<file path="src/rtl/uart_rx_param_if.sv">
// Signal bundle between the UART receive front end and its surroundings.
// The pad/enable side drives rx and rxEn. The receiver (slave modport) returns
// the word, the status flags and a debug copy of its FSM state.
`timescale 1ns/1ps
interface uart_rx_param_if #(
    parameter int DATA_BITS = 8
) ();
    // rxDone is a single-cycle strobe with no back-pressure. out_data, parityErr
    // and frameErr are valid in that cycle and hold until the next strobe.
    logic                 rxEn;
    logic                 rx;
    logic [DATA_BITS-1:0] out_data;
    logic                 rxBusy;
    logic                 rxDone;
    logic                 parityErr;
    logic                 frameErr;
    logic [2:0]           state_dbg;

    modport master (
        output rxEn, rx,
        input  out_data, rxBusy, rxDone, parityErr, frameErr, state_dbg
    );

    modport slave (
        input  rxEn, rx,
        output out_data, rxBusy, rxDone, parityErr, frameErr, state_dbg
    );
endinterface

</file>
<file path="src/rtl/uart_rx_param.sv">
// Parametrised UART receiver. It synchronises the line and votes on three
// mid-bit samples. It recovers DATA_BITS bits LSB-first, then checks optional
// parity and one or two stop bits.
`timescale 1ns/1ps
module uart_rx_param #(
    parameter int CLK_FREQ   = 50_000_000,
    parameter int BAUD       = 115200,
    parameter int OVERSAMPLE = 16,
    parameter int DATA_BITS  = 8,
    parameter int PARITY     = 0,
    parameter int STOP_BITS  = 1
) (
    input logic             clk,
    input logic             rst,
    uart_rx_param_if.slave  bus
);
    typedef enum logic [2:0] {IDLE, START, DATA, PAR, STOP} state_t;

    localparam int DIV_RAW = (CLK_FREQ + BAUD * OVERSAMPLE / 2) / (BAUD * OVERSAMPLE);
    localparam int DIV     = (DIV_RAW < 1) ? 1 : DIV_RAW;

    localparam logic [15:0] DIV_LAST  = 16'(DIV - 1);
    localparam logic [4:0]  T_V0      = 5'(OVERSAMPLE / 2 - 1);
    localparam logic [4:0]  T_V1      = 5'(OVERSAMPLE / 2);
    localparam logic [4:0]  T_V2      = 5'(OVERSAMPLE / 2 + 1);
    localparam logic [4:0]  T_LAST    = 5'(OVERSAMPLE - 1);
    localparam logic [3:0]  BITS_ALL  = 4'(DATA_BITS);
    localparam logic        STOP_LAST = 1'(STOP_BITS - 1);

    logic                 rx_meta;
    logic                 rxs;
    logic                 rxs_prev;
    logic [1:0]           sync_fill;
    logic [15:0]          div_cnt;
    logic [4:0]           tick_cnt;
    logic                 v0;
    logic                 v1;
    state_t               state;
    logic [DATA_BITS-1:0] shift_reg;
    logic [3:0]           bit_cnt;
    logic                 stop_cnt;
    logic                 par_err_r;
    logic                 fr_err_r;
    logic [DATA_BITS-1:0] data_r;
    logic                 busy_r;
    logic                 done_r;
    logic                 perr_r;
    logic                 ferr_r;

    logic tick;
    logic at_vote;
    logic at_end;
    logic voted;
    logic start_go;
    logic par_x;
    logic par_bad;

    // Two-flop synchroniser plus edge history. rxs_prev is held low until the
    // synchroniser carries real pin samples. The reset value of the sync flops
    // therefore never counts as "line seen high".
    always_ff @(posedge clk or posedge rst) begin
        if (rst) begin
            rx_meta   <= 1'b1;
            rxs       <= 1'b1;
            sync_fill <= 2'b00;
            rxs_prev  <= 1'b0;
        end else begin
            rx_meta   <= bus.rx;
            rxs       <= rx_meta;
            sync_fill <= {sync_fill[0], 1'b1};
            rxs_prev  <= sync_fill[1] ? rxs : 1'b0;
        end
    end

    // Decode the start edge, the tick strobes and the 2-of-3 vote.
    always_comb begin
        start_go = (state == IDLE) && bus.rxEn && rxs_prev && !rxs;
        tick     = (div_cnt == DIV_LAST);
        at_vote  = tick && (tick_cnt == T_V2);
        at_end   = tick && (tick_cnt == T_LAST);
        voted    = (v0 & v1) | (v0 & rxs) | (v1 & rxs);
        par_x    = (^shift_reg) ^ voted;
        par_bad  = (PARITY == 2) ? par_x : ~par_x;
    end

    // Oversampling tick generator, re-phased to the start edge.
    always_ff @(posedge clk or posedge rst) begin
        if (rst) begin
            div_cnt  <= '0;
            tick_cnt <= '0;
        end else if (start_go) begin
            div_cnt  <= '0;
            tick_cnt <= '0;
        end else if (tick) begin
            div_cnt  <= '0;
            tick_cnt <= (tick_cnt == T_LAST) ? 5'd0 : tick_cnt + 5'd1;
        end else begin
            div_cnt  <= div_cnt + 16'd1;
        end
    end

    // Capture the first two vote samples. The third is the live rxs at at_vote.
    always_ff @(posedge clk or posedge rst) begin
        if (rst) begin
            v0 <= 1'b1;
            v1 <= 1'b1;
        end else if (tick) begin
            if (tick_cnt == T_V0) v0 <= rxs;
            if (tick_cnt == T_V1) v1 <= rxs;
        end
    end

    // Frame FSM with registered outputs. The last stop bit finishes at its vote
    // sample, so a start bit that follows immediately is still caught.
    always_ff @(posedge clk or posedge rst) begin
        if (rst) begin
            state     <= IDLE;
            shift_reg <= '0;
            bit_cnt   <= '0;
            stop_cnt  <= 1'b0;
            par_err_r <= 1'b0;
            fr_err_r  <= 1'b0;
            data_r    <= '0;
            busy_r    <= 1'b0;
            done_r    <= 1'b0;
            perr_r    <= 1'b0;
            ferr_r    <= 1'b0;
        end else begin
            done_r <= 1'b0;
            if (state != IDLE && !bus.rxEn) begin
                state  <= IDLE;
                busy_r <= 1'b0;
            end else begin
                case (state)
                    IDLE: begin
                        if (start_go) begin
                            state     <= START;
                            busy_r    <= 1'b1;
                            bit_cnt   <= '0;
                            stop_cnt  <= 1'b0;
                            par_err_r <= 1'b0;
                            fr_err_r  <= 1'b0;
                        end
                    end
                    START: begin
                        if (at_vote && voted) begin
                            state  <= IDLE;
                            busy_r <= 1'b0;
                        end else if (at_end) begin
                            state <= DATA;
                        end
                    end
                    DATA: begin
                        if (at_vote) begin
                            shift_reg <= {voted, shift_reg[DATA_BITS-1:1]};
                            bit_cnt   <= bit_cnt + 4'd1;
                        end else if (at_end && bit_cnt == BITS_ALL) begin
                            state <= (PARITY != 0) ? PAR : STOP;
                        end
                    end
                    PAR: begin
                        if (at_vote) begin
                            par_err_r <= par_bad;
                        end else if (at_end) begin
                            state <= STOP;
                        end
                    end
                    STOP: begin
                        if (at_vote) begin
                            if (!voted) fr_err_r <= 1'b1;
                            if (stop_cnt == STOP_LAST) begin
                                data_r <= shift_reg;
                                perr_r <= (PARITY != 0) && par_err_r;
                                ferr_r <= fr_err_r | ~voted;
                                done_r <= 1'b1;
                                busy_r <= 1'b0;
                                state  <= IDLE;
                            end
                        end else if (at_end) begin
                            stop_cnt <= stop_cnt + 1'b1;
                        end
                    end
                    default: begin
                        state  <= IDLE;
                        busy_r <= 1'b0;
                    end
                endcase
            end
        end
    end

    assign bus.out_data  = data_r;
    assign bus.rxBusy    = busy_r;
    assign bus.rxDone    = done_r;
    assign bus.parityErr = perr_r;
    assign bus.frameErr  = ferr_r;
    assign bus.state_dbg = state;
endmodule

</file>
<file path="src/flat_wrapper.sv">
// flat-port wrapper written by rule: the top's interface ports become plain ports
module uart_rx_param_flat 
#(
    parameter int CLK_FREQ   = 50_000_000,
    parameter int BAUD       = 115200,
    parameter int OVERSAMPLE = 16,
    parameter int DATA_BITS  = 8,
    parameter int PARITY     = 0,
    parameter int STOP_BITS  = 1
)
  (clk, rst, bus_rxEn, bus_rx, bus_out_data, bus_rxBusy, bus_rxDone, bus_parityErr, bus_frameErr, bus_state_dbg);
  uart_rx_param_if #(.DATA_BITS(DATA_BITS)) bus_i ();
  input logic clk;
  input logic rst;
  input wire logic [$bits(bus_i.rxEn)-1:0] bus_rxEn;
  input wire logic [$bits(bus_i.rx)-1:0] bus_rx;
  output wire logic [$bits(bus_i.out_data)-1:0] bus_out_data;
  output wire logic [$bits(bus_i.rxBusy)-1:0] bus_rxBusy;
  output wire logic [$bits(bus_i.rxDone)-1:0] bus_rxDone;
  output wire logic [$bits(bus_i.parityErr)-1:0] bus_parityErr;
  output wire logic [$bits(bus_i.frameErr)-1:0] bus_frameErr;
  output wire logic [$bits(bus_i.state_dbg)-1:0] bus_state_dbg;
  assign bus_i.rxEn = bus_rxEn;
  assign bus_i.rx = bus_rx;
  assign bus_out_data = bus_i.out_data;
  assign bus_rxBusy = bus_i.rxBusy;
  assign bus_rxDone = bus_i.rxDone;
  assign bus_parityErr = bus_i.parityErr;
  assign bus_frameErr = bus_i.frameErr;
  assign bus_state_dbg = bus_i.state_dbg;
  uart_rx_param #(.CLK_FREQ(CLK_FREQ), .BAUD(BAUD), .OVERSAMPLE(OVERSAMPLE), .DATA_BITS(DATA_BITS), .PARITY(PARITY), .STOP_BITS(STOP_BITS)) u_core (.clk(clk), .rst(rst), .bus(bus_i));
endmodule
</file>
<file path="config.mk">
export PLATFORM = sky130hd
export DESIGN_NAME = uart_rx_param_flat
export DESIGN_NICKNAME = d
export VERILOG_FILES = /design/src/rtl/uart_rx_param_if.sv /design/src/rtl/uart_rx_param.sv /design/src/flat_wrapper.sv
export SDC_FILE = /design/constraint.sdc
export NUM_CORES = 1
export LEC_CHECK = 0
export CAP_MARGIN = 40
export CORE_ASPECT_RATIO = 1.5
export CORE_MARGIN = 2
export CORE_UTILIZATION = 45
export CTS_CLUSTER_SIZE = 8
export DETAILED_ROUTE_END_ITERATION = 6
export HOLD_SLACK_MARGIN = 0.1
export PLACE_DENSITY = 0.76
export RECOVER_POWER = 100
export SYNTH_ARGS = -nofsm -noshare
export SYNTH_HDL_FRONTEND = slang
export SYNTH_SLANG_ARGS = --single-unit
</file>
<file path="constraint.sdc">
create_clock -name clk -period 5.3 [get_ports clk]
set_input_delay 1.06 -clock clk [delete_from_list [all_inputs] [get_ports clk]]
set_output_delay 1.06 -clock clk [all_outputs]
set_load 0.05 [all_outputs]
</file>
======== After elaboration in Yosys (flattened, before gate mapping) ========
Cells that the tools add are included.
word-level totals
  flip-flop bits (word level) ............. 56
  latch bits .............................. 0
  RAM bits ................................ 0
  memory bits (read-only) ................. 0
  input bits .............................. 4
  word-level logic and storage cells ...... 118
  memories kept ........................... 0
cells by class
  add/subtract/negate cells ............... 4
  multiply operators ...................... 0
  div/mod/pow operators ................... 0
  order comparisons ....................... 0
  equality and inequality tests ........... 26
  shifts and indexed selects .............. 0
  mux-type cells .......................... 37
  bitwise gates (word level) .............. 9
  reductions and logical operators ........ 25
operators with widths
  operator                                        count
  two-way mux 16 bit                              2
  two-way mux 3 bit                               10
  adder 16 x 1 -> 16 bit, second input constant   1
  == test 16 x 5 -> 1 bit, second input constant  1
  == test 5 x 4 -> 1 bit, second input constant   3
  two-way mux 1 bit                               15
  two-way mux 5 bit                               3
  case mux 3 bit (5 select lines)                 1
  AND reduction 5 bit                             3
  != test 3 x 1 -> 1 bit, second input constant   4
  != test 2 x 1 -> 1 bit, second input constant   5
  != test 3 bit, second input constant            3
  logical AND 1 bit                               8
  two-way mux 4 bit                               2
  case mux 4 bit (2 select lines)                 1
  AND reduction 4 bit                             2
  AND reduction 8 bit                             1
  == test 3 x 2 -> 1 bit, second input constant   2
  nonzero test 2 bit                              3
  adder 5 x 1 -> 5 bit, second input constant     1
  == test 5 x 3 -> 1 bit, second input constant   1
  adder 4 x 1 -> 4 bit, second input constant     1
  == test 4 bit, second input constant            1
  != test 2 bit, second input constant            2
  other kinds (16)                                25

======== Logic depth before layout (Yosys ltp) ========
Gate-level depths: netlist of the first run.
  depth in word-level cells ............... 7
  depth in mapped cells ................... 8
  mapped depth without buffers ............ 6

======== Worst setup path before layout of the first run ========
No wires, ideal clock.
  path kind ............................... input-to-reg
  start ................................... input port bus_rxEn
  end ..................................... register u_core.bit_cnt[3]
  arrival ................................. 2.127 ns
  setup slack ............................. 3.096 ns
  cell stages on the path ................. 4
  path through ............................ nand3b_4 -> or4_1 -> or4_1 -> a21oi_1
on the way
  longest elaborated chain between the ends .. 5
ends and longest elaborated chain
  element                           line                  text
  from (decl)                       flat_wrapper.sv:15    input wire logic [$bits(bus_i.rxEn)-1:0] bus_rxEn;
  logical AND 1 bit (3 in a row)    uart_rx_param.sv:77   start_go = (state == IDLE) && bus.rxEn && rxs_prev && !rxs;
  != test 2 x 1 -> 1 bit (no line)  --
  AND reduction 4 bit (no line) *   --
  to (signal assigned)              uart_rx_param.sv:156  bit_cnt <= bit_cnt + 4'd1;
  to (decl)                         uart_rx_param.sv:40   logic [3:0] bit_cnt;
Mark *: on every way between the ends. The rest lies on a longest branch, timed or not.
A chain may end at the register's enable or synchronous reset.

======== Worst setup path in the final report of the first run ========
  start ................................... register u_core.state[1], in the netlist u_core.bus.state_dbg[1]
  end ..................................... output port bus_state_dbg[1]
RTL lines
  element                 line                  text
  from (decl)             uart_rx_param.sv:38   state_t state;
  from (signal assigned)  uart_rx_param.sv:158  state <= (PARITY != 0) ? PAR : STOP;
  to (decl)               flat_wrapper.sv:22    output wire logic [$bits(bus_i.state_dbg)-1:0] bus_state_dbg;
No word-level cell between the ends.

==> metrics.md, run 1 <==
| Metric | Value |
|---|---|
| Status | `completed` |
| RSZ-0062 raised after global routing | `no` |
| Clock latency on the worst-skew pair | `310 ps` |
| LEAKAGE | `1.37 nW` |
| Critical path capture point type | `output port` |
| #FFs+latches synth | `56` |
| Post-Synthesis Cells | `247` |
| Critical R2R Launch | `u_core.div_cnt[0]` |
| Num ports | `19` |
| Cell taking the most area after synthesis | `dfrtp_1` |
| Routed wl met3 | `80 um` |
| Cts repair resizes | `0` |
| Hold Path End | `u_core.sync_fill[1]` |
| Avg Vias per Cell | `5.47` |
| Final Hold Viols | `0` |
| FF-to-FF path depth | `6` |
| Fraction of layout cells with a size suffix above 1 | `13.6%` |
| Max Freq | `353 MHz` |
| Ys Warns | `0` |
| Final Cycle Share | `53.5%` |
| GPL Wtd Cong | `0.772` |
| Routed vias | `1842` |
| Switching Share | `30.5%` |
| Initial antenna violation count | `0` |
| Top cells by count, synth | `dfrtp_1 (52), nor2_1 (22), mux2_2 (19), nand2_1 (17), inv_1 (14)` |
| Hold Buf Count CTS | `0` |
| Clock-pin slew on the worst setup and hold paths | `100 ps` |
| Largest register FFs | `16` |
| Post-synth EDFFs | `0` |
| Placed Area | `2940 um^2` |
| Crit path max-delay cell type | `dlygate4sd3_1` |
| Wirelength per Cell | `14.8 um` |
| Final Setup Violations | `0` |
| Worst slew pin tran | `809 ps` |
| Synth-to-Final Area Change | `11.2%` |
| Core ar. | `5830 um^2` |
| Mapped Avg Cell Area | `11.0 um^2` |
| CTS tree | `yes` |
| Synth top area share | `48.0%` |
| Slew headroom | `45.9%` |
| Final ANT Viol Nets | `0` |
| H-tree levels | `2` |
| # nets final | `275` |
| MaxCap Viol Count | `0` |
| First-pass GRT wire length | `8380 um` |
| WP data required | `4240 ps` |
| Slowest Stage Delay on Critical Path | `920 ps` |
| Max VDD drop | `0.000178 V` |
| Top-count cell post-synth | `dfrtp_1` |
| Worst Skew | `6.97 ps` |
| PD cells | `323 nW/um^2` |
| Uppermost layer routed | `met4` |
| Critical Path Start Type | `flop` |
| Post-synthesis net count | `258` |
| Distinct cells, synth | `51` |
| Crit-path max FO | `10` |
| Buf+Inv Stages, Crit Path | `1` |
| IO Port Bufs | `17` |
| Full die area | `6670 um^2` |
| Initial Util | `46.5%` |
| Router iterations before antenna repair | `4` |
| Largest cells by area after synthesis | `dfrtp_1 (48%), mux2_2 (7.9%), dfstp_2 (3.9%), ha_1 (3.2%), nor2_1 (3.0%)` |
| Vias in the first global route | `1823` |
| Mapped cell area | `2710 um^2` |
| Hold Path Stages | `0` |
| Worst reg2reg endpoint | `u_core.div_cnt[13]` |
| Slew Limit Fails | `0` |
| CP top delay family | `buffers and inverters` |
| Ys async rst share | `100%` |
| Register area share after synthesis | `51.9%` |
| Combinational share of power | `17.8%` |
| Clock tree buffer depth | `2` |
| Clock Sinks | `56` |
| Die height | `99.0 um` |
| Wire length on met2 | `2740 um` |
| TNS Setup | `0 ps` |
| # diodes | `0` |
| Iter 0 DRT Violations | `115` |
| Most used DFF post-synth | `dfrtp_1` |
| Final instance area | `3010 um^2` |
| GRT overflow | `0` |
| Fin crit period | `2830 ps` |
| Post-DP HPWL | `3490 um` |
| Sw power | `0.297 mW` |
| Worst-path cell chain | `dlygate4sd3_1` |
| Worst reg-to-reg setup slack | `2690 ps` |
| Int Power | `0.677 mW` |
| Crit Path Category | `reg2out` |
| Clock share of power | `28.7%` |
| Root buf cell | `clkbuf_8` |
| TritonCTS Buffers | `5` |
| Share of power burned in registers | `53.4%` |
| Die X | `67.4 um` |
| WP data arrival | `1770 ps` |
| Total wire length after detailed routing | `4970 um` |
| DRC | `0` |
| Total power | `0.974 mW` |
| HP Start | `u_core.sync_fill[0]` |
| Largest net degree at the start of global routing | `57` |
| Row count | `34` |
| # Post-CTS Setup Buffers | `0` |
| Min-delay worst type | `reg2reg` |
| Total GRT Usage | `16.4%` |
| Met1 wire length | `2060 um` |
==> through the flow <==
step	std cells	hold slack (ps)	setup slack (ps)	util [%]
floorplan	247	331	2880	-
global placement	329	335	2390	50.4
detailed placement	329	335	2330	50.4
CTS	337	363	2480	52.3
global route	337	376	2410	51.7
finish	337	353	2470	51.7
==> final cells by class <==
type / instances / area (um^2)
multi-input cells: 169 / 1170
inverters: 14 / 52.6
repair buffers: 18 / 178
clock inverters: 3 / 42.5
well taps: 72 / 90.1
fillers: 515 / 2820
flip-flops and latches: 56 / 1410
clock buffers: 5 / 68.8
==> logic make-up (layout without fill, tap and decap cells) <==
| logic type | after synthesis | after routing | share of synthesized area (%) |
|---|---|---|---|
| fa+ha+maj | 8 | 8 | 3.60 |
| compound gates | 31 | 31 | 7.29 |
| buf+inv | 22 | 40 | 3.51 |
| flops | 56 | 56 | 51.9 |
| simple gates | 96 | 96 | 21.2 |
| xor+xnor | 11 | 11 | 3.56 |
| mux | 21 | 21 | 8.63 |
| other cells | 2 | 2 | 0.277 |
==> layout by cell type, fill, tap and decap left out, types with 4 or more instances in the layout <==
cell	instances
a21oi_1	13
mux2_2	19
nand2_1	17
nor3_1	4
clkbuf_8	5
nor4_1	8
ha_1	7
nand2b_1	4
o31ai_1	4
inv_1	13
or3_1	5
nor2_1	22
o21ai_0	4
dlygate4sd3_1	17
dfrtp_1	52
xnor2_1	9
nand3_1	9
==> power groups by stage <==
stage / clock [mW] / combinational [mW] / sequential, mW
3_5_place_dp: 0 / 0.180 / 0.528
5_1_grt: 0.308 / 0.195 / 0.529
4_1_cts: 0.291 / 0.180 / 0.521
6_report: 0.280 / 0.174 / 0.521
3_3_place_gp: 0 / 0.172 / 0.527
2_1_floorplan: 0 / 0.117 / 0.540
==> worst max-delay path by stage <==
stage	end	startpoint	slack [ps]	depth (start not counted)
2_1_floorplan	u_core.bit_cnt[0]	rst	2880	1
3_3_place_gp	u_core.div_cnt[11]	bus_rxEn	2390	5
3_5_place_dp	u_core.div_cnt[5]	bus_rxEn	2330	5
4_1_cts	bus_state_dbg[1]	u_core.bus.state_dbg[1]	2480	1
5_1_grt	bus_state_dbg[1]	u_core.bus.state_dbg[1]	2410	1
6_report	bus_state_dbg[1]	u_core.bus.state_dbg[1]	2470	1
==> layer usage <==
metal	vias to the layer above	global-route usage, %
li1	900	-
met1	915	19.2
met2	21	29.2
met3	6	2.51
met4	0	6.28
met5	-	0
(Power assumes the default switching activity.)
==> inputs of run 2 (changes only) <==
==> constraint.sdc (replaced) <==
create_clock -name clk -period 2.9 [get_ports clk]
set_input_delay 0.58 -clock clk [delete_from_list [all_inputs] [get_ports clk]]
set_output_delay 0.58 -clock clk [all_outputs]
set_load 0.05 [all_outputs]
==> run 2 against run 1 <==
Setup slack lost 1900 ps. Highest routed layer unchanged. Largest cell class unchanged. Clock skew grew 1.8 ps. Sequential power grew 83%. Die area is the same. Critical path depth grew 6. Largest power group unchanged. Non-clock buffer count grew 1.
==> metrics.md, run 2 (synthesized netlist as in run 1, its figures left out) <==
| Metric | Value |
|---|---|
| Status | `completed` |
| Routed vias | `1835` |
| Vias in the first global route | `1790` |
| Largest net degree at the start of global routing | `57` |
| Initial antenna violation count | `0` |
| Avg Vias per Cell | `5.43` |
| Worst slew pin tran | `1350 ps` |
| GPL Wtd Cong | `0.787` |
| # nets final | `276` |
| DRC | `0` |
| Pre-CTS setup slack | `438 ps` |
| Num ports | `19` |
| Fin util | `51.6%` |
| IO Port Bufs | `17` |
| Clock tree buffer depth | `2` |
| Clock Sinks | `56` |
| RSZ-0062 raised after global routing | `no` |
| Full die area | `6670 um^2` |
| Critical path capture point type | `flop` |
| Worst hold slack | `355 ps` |
| Final Cycle Share | `82.0%` |
| Clock-pin slew on the worst setup and hold paths | `90 ps` |
| Critical Path Start Type | `flop` |
| Final ANT Viol Nets | `0` |
| Crit-path max FO | `21` |
| H-tree levels | `2` |
| Total wire length after detailed routing | `4800 um` |
| Final Worst Setup Slack | `522 ps` |
| # Post-CTS Setup Buffers | `0` |
| Fin crit period | `2380 ps` |
| WP data arrival | `2600 ps` |
| WP data required | `3120 ps` |
| Root buf cell | `clkbuf_8` |
| Finished Layout Cells | `338` |
| Core ar. | `5830 um^2` |
| CTS tree | `yes` |
| Largest register FFs | `16` |
| Row count | `34` |
| Min-delay worst type | `reg2reg` |
| Router iterations before antenna repair | `4` |
| Dpl cells | `330` |
| Synth-to-Final Area Change | `10.9%` |
| Worst Skew | `8.73 ps` |
| Final instance area | `3010 um^2` |
| Fillers | `524` |
| Hold Buf Count CTS | `0` |
| Die height | `99.0 um` |
| Iter 0 DRT Violations | `104` |
| Placed Area | `2940 um^2` |
| # diodes | `0` |
| Max Freq | `420 MHz` |
| MaxCap Viol Count | `0` |
| Crit Path Category | `reg2reg` |
| Post-DP HPWL | `3440 um` |
| Total power | `1.71 mW` |
| GRT overflow | `0` |
| Fraction of layout cells with a size suffix above 1 | `12.8%` |
| Slew Limit Fails | `0` |
| LEAKAGE | `1.38 nW` |
| Commonest non-fill, non-tap cell in the layout | `dfrtp_1` |
| PD cells | `569 nW/um^2` |
| Final Hold Viols | `0` |
| TNS Setup | `0 ps` |
| Most frequent cells in the layout | `dfrtp_1 (52), nor2_1 (22), mux2_2 (18)` |
| Cts repair resizes | `0` |
| Die X | `67.4 um` |
| Slew headroom | `9.69%` |
| First-pass GRT wire length | `8140 um` |
| Initial Util | `46.5%` |
| Final Setup Violations | `0` |
| Wirelength per Cell | `14.2 um` |
| Total GRT Usage | `16.0%` |
| Max VDD drop | `0.000294 V` |
| Clock latency on the worst-skew pair | `310 ps` |
| TritonCTS Buffers | `5` |
==> run 2: cell count changes in the layout (fill, tap and decap cells not counted) <==
| cell | previous run | this run |
|---|---|---|
| buf_4 | 1 | 0 |
| clkbuf_8 | 5 | 6 |
| nand3b_2 | 1 | 0 |
| clkinv_2 | 1 | 0 |
| clkbuf_2 | 0 | 1 |
| nand3b_4 | 0 | 1 |
| mux2_1 | 0 | 1 |
| mux2_2 | 19 | 18 |
| clkbuf_1 | 0 | 2 |
| bufinv_16 | 1 | 0 |
==> run 2: routing by layer <==
layer  GRT usage [%]  up-vias  wire length (um)
li1                -      898                 -
met4            7.22        0               102
met3            2.85        8               123
met2            27.8       25              2560
met5               0        -                 0
met1            18.6      904              2010
==> run 2: where the power goes <==
part	leakage, nW	switching [mW]	internal (mW)
clock	0.0445	0.247	0.195
combinational	0.587	0.192	0.123
sequential	0.747	0.0940	0.859
==> run 2: layout make-up <==
| type | instances | area (um^2) | share of cell area [%] |
|---|---|---|---|
| multi-input cells | 169 | 1180 | 39.4 |
| inverters | 14 | 52.6 | 1.75 |
| clock inverters | 1 | 7.51 | 0.250 |
| well taps | 72 | 90.1 | 3.00 |
| flip-flops and latches | 56 | 1410 | 46.8 |
| repair buffers | 19 | 179 | 5.95 |
| clock buffers | 7 | 86.3 | 2.87 |
==> run 2: worst max-delay path, stage by stage (launching register included) <==
cell	delay (ps)
dfrtp_1	400
inv_1	60
ha_1	190
nor3b_1	150
nand4_1	80
clkbuf_1	630
nand2_1	520
a21oi_1	250
==> run 2: worst paths after layout <==
| check | start | endpoint | slack (ps) | cells past startpoint |
|---|---|---|---|---|
| min | u_core.sync_fill[0] | u_core.sync_fill[1] | 350 | 0 |
| max reg2reg | u_core.div_cnt[0] | u_core.div_cnt[14] | 520 | 7 |
| min in group asynchronous | rst | u_core.bus.frameErr | 1160 | 3 |
| min reg2reg | u_core.sync_fill[0] | u_core.sync_fill[1] | 350 | 0 |
| max in group asynchronous | rst | u_core.div_cnt[12] | 920 | 3 |
| max | u_core.div_cnt[0] | u_core.div_cnt[14] | 520 | 7 |
==> inputs of run 3 (changes only) <==
--- a/config.mk
+++ b/config.mk
@@ -12,7 +12,7 @@
 export CTS_CLUSTER_SIZE = 8
 export DETAILED_ROUTE_END_ITERATION = 6
 export HOLD_SLACK_MARGIN = 0.1
-export PLACE_DENSITY = 0.76
+export PLACE_DENSITY = 0.78
 export RECOVER_POWER = 100
 export SYNTH_ARGS = -nofsm -noshare
 export SYNTH_HDL_FRONTEND = slang
==> constraint.sdc (replaced) <==
create_clock -name clk -period 2 [get_ports clk]
set_input_delay 0.4 -clock clk [delete_from_list [all_inputs] [get_ports clk]]
set_output_delay 0.4 -clock clk [all_outputs]
set_load 0.05 [all_outputs]
==> run 3 against run 2 <==
Global-route usage grew 1.7 points. Clock skew grew 1.8 ps. Critical endpoint is now u_core.bit_cnt[3]. Non-clock buffer count increased by 19. Setup slack lost 430 ps. Via count grew 6.4%. Fmax up 24%. Combinational power rose by 65%. Power increased by 55%. Core utilization rose by 2.8 points.
==> metrics.md, run 3 (synthesized netlist as in run 1, its figures left out) <==
| Metric | Value |
|---|---|
| Iter 0 DRT Violations | `151` |
| Core ar. | `5830 um^2` |
| Worst reg-to-reg setup slack | `90 ps` |
| Multi-input logic area | `1190 um^2` |
| Worst reg2reg endpoint | `u_core.bit_cnt[3]` |
| Largest register FFs | `16` |
| Total GRT Usage | `17.6%` |
| Buf+Inv Stages, Crit Path | `2` |
| # nets final | `295` |
| Worst Skew | `10.5 ps` |
| Router iterations before antenna repair | `4` |
| Crit-path max FO | `21` |
| GPL Wtd Cong | `0.849` |
| Hold Buf Count CTS | `0` |
| Min-delay worst type | `reg2reg` |
| Max Freq | `523 MHz` |
| Crit path max-delay cell type | `or4_1` |
| MaxCap Viol Count | `0` |
| TritonCTS Buffers | `5` |
| Worst-path cell chain | `inv_1 -> ha_1 -> nor3b_2 -> nand4_1 -> buf_4 -> or4_1 -> a21oi_1` |
| Total wire length after detailed routing | `5260 um` |
| Finished Layout Cells | `357` |
| Fin util | `54.3%` |
| Fraction of layout cells with a size suffix above 1 | `20.0%` |
| Total power | `2.65 mW` |
| WP data arrival | `2160 ps` |
| Hold Path End | `u_core.sync_fill[1]` |
| Routed vias | `1953` |
| Sw power | `0.806 mW` |
| Critical path capture point type | `flop` |
| Clock Sinks | `56` |
| RSZ-0062 raised after global routing | `no` |
| Die X | `67.4 um` |
| Most frequent cells in the layout | `dfrtp_1 (52), nor2_1 (22), mux2_2 (19)` |
| Initial Util | `46.5%` |
| CTS tree | `yes` |
| # diodes | `0` |
| FF/Latch Area | `1410 um^2` |
| Vias in the first global route | `1958` |
| DRC | `0` |
| Wirelength per Cell | `14.7 um` |
| Largest net degree at the start of global routing | `57` |
| Final instance area | `3170 um^2` |
| Root buf cell | `clkbuf_8` |
| Synth-to-Final Area Change | `16.9%` |
| Combinational share of power | `19.7%` |
| Placed Area | `3100 um^2` |
| HP Start | `u_core.sync_fill[0]` |
| Switching Share | `30.4%` |
| Hold Path Stages | `0` |
| Row count | `34` |
| Initial antenna violation count | `0` |
| Post-DP HPWL | `3770 um` |
| Clock tree buffer depth | `2` |
| Pre-CTS setup slack | `-162 ps` |
| Fillers | `509` |
| Int Power | `1.84 mW` |
| Worst hold slack | `357 ps` |
| Share of power burned in registers | `52.0%` |
| LEAKAGE | `1.41 nW` |
| Crit Path Category | `reg2reg` |
| Slowest Stage Delay on Critical Path | `520 ps` |
| Worst slew pin tran | `1230 ps` |
| Clock share of power | `28.4%` |
| Final ANT Viol Nets | `0` |
| TNS Setup | `0 ps` |
| Slew Limit Fails | `0` |
| Max VDD drop | `0.000432 V` |
| Commonest non-fill, non-tap cell in the layout | `dfrtp_1` |
| FF-to-FF path depth | `7` |
| Full die area | `6670 um^2` |
| Clock-pin slew on the worst setup and hold paths | `100 ps` |
| Slew headroom | `17.8%` |
| First-pass GRT wire length | `9050 um` |
| Num ports | `19` |
| Final Worst Setup Slack | `88.8 ps` |
| Dpl cells | `349` |
| Clock latency on the worst-skew pair | `310 ps` |
| IO Port Bufs | `17` |
| Critical R2R Launch | `u_core.div_cnt[0]` |
| Avg Vias per Cell | `5.47` |
| Final Hold Viols | `0` |
| GRT overflow | `0` |
| Final Setup Violations | `0` |
| Critical Path Start Type | `flop` |
| H-tree levels | `2` |
| Fin crit period | `1910 ps` |
| PD cells | `837 nW/um^2` |
| CP top delay family | `simple AND/OR/NAND/NOR gates` |
| WP data required | `2250 ps` |
| Final Cycle Share | `95.6%` |
| Die height | `99.0 um` |
| Status | `completed` |
run 3: how the worst max path moves through the flow:
stage | cells after the start | start | to
after floorplan | 4 | u_core.bus.state_dbg[2] | u_core.bit_cnt[3]
final | 7 | u_core.div_cnt[0] | u_core.bit_cnt[3]
after detailed placement | 5 | bus_rxEn | u_core.bit_cnt[3]
after global routing | 7 | u_core.div_cnt[0] | u_core.bit_cnt[3]
after global placement | 5 | bus_rxEn | u_core.bit_cnt[3]
after CTS | 7 | u_core.div_cnt[0] | u_core.bit_cnt[3]
run 3: power by group through the flow:
stage	combinational, mW	clock (mW)	sequential (mW)
after floorplan	0.310	0	1.43
after global placement	0.521	0	1.39
after detailed placement	0.536	0	1.40
after CTS	0.535	0.771	1.38
after global routing	0.586	0.813	1.40
final	0.521	0.751	1.38
run 3: per-layer routing:
metal | global-route usage [%] | share of wire, % | vias to the layer above
li1 | - | - | 953
met1 | 21.4 | 40 | 967
met2 | 30.1 | 56 | 24
met3 | 3.08 | 2.2 | 9
met4 | 7.38 | 1.9 | 0
met5 | 0 | 0 | -
run 3: cell type report:
type,instances,share of cell area [%]
Sequential cell,56,44.4
Tap cell,72,2.84
Timing Repair Buffer,38,9.84
Inverter,14,1.66
Clock inverter,2,1.22
Multi-Input combinational cell,169,37.7
Clock buffer,6,2.29
run 3: repair_timing:
item                       4_1_cts  5_1_grt
setup buffers                    0        0
setup endpoints to repair        0        4
gates resized for setup          0        2
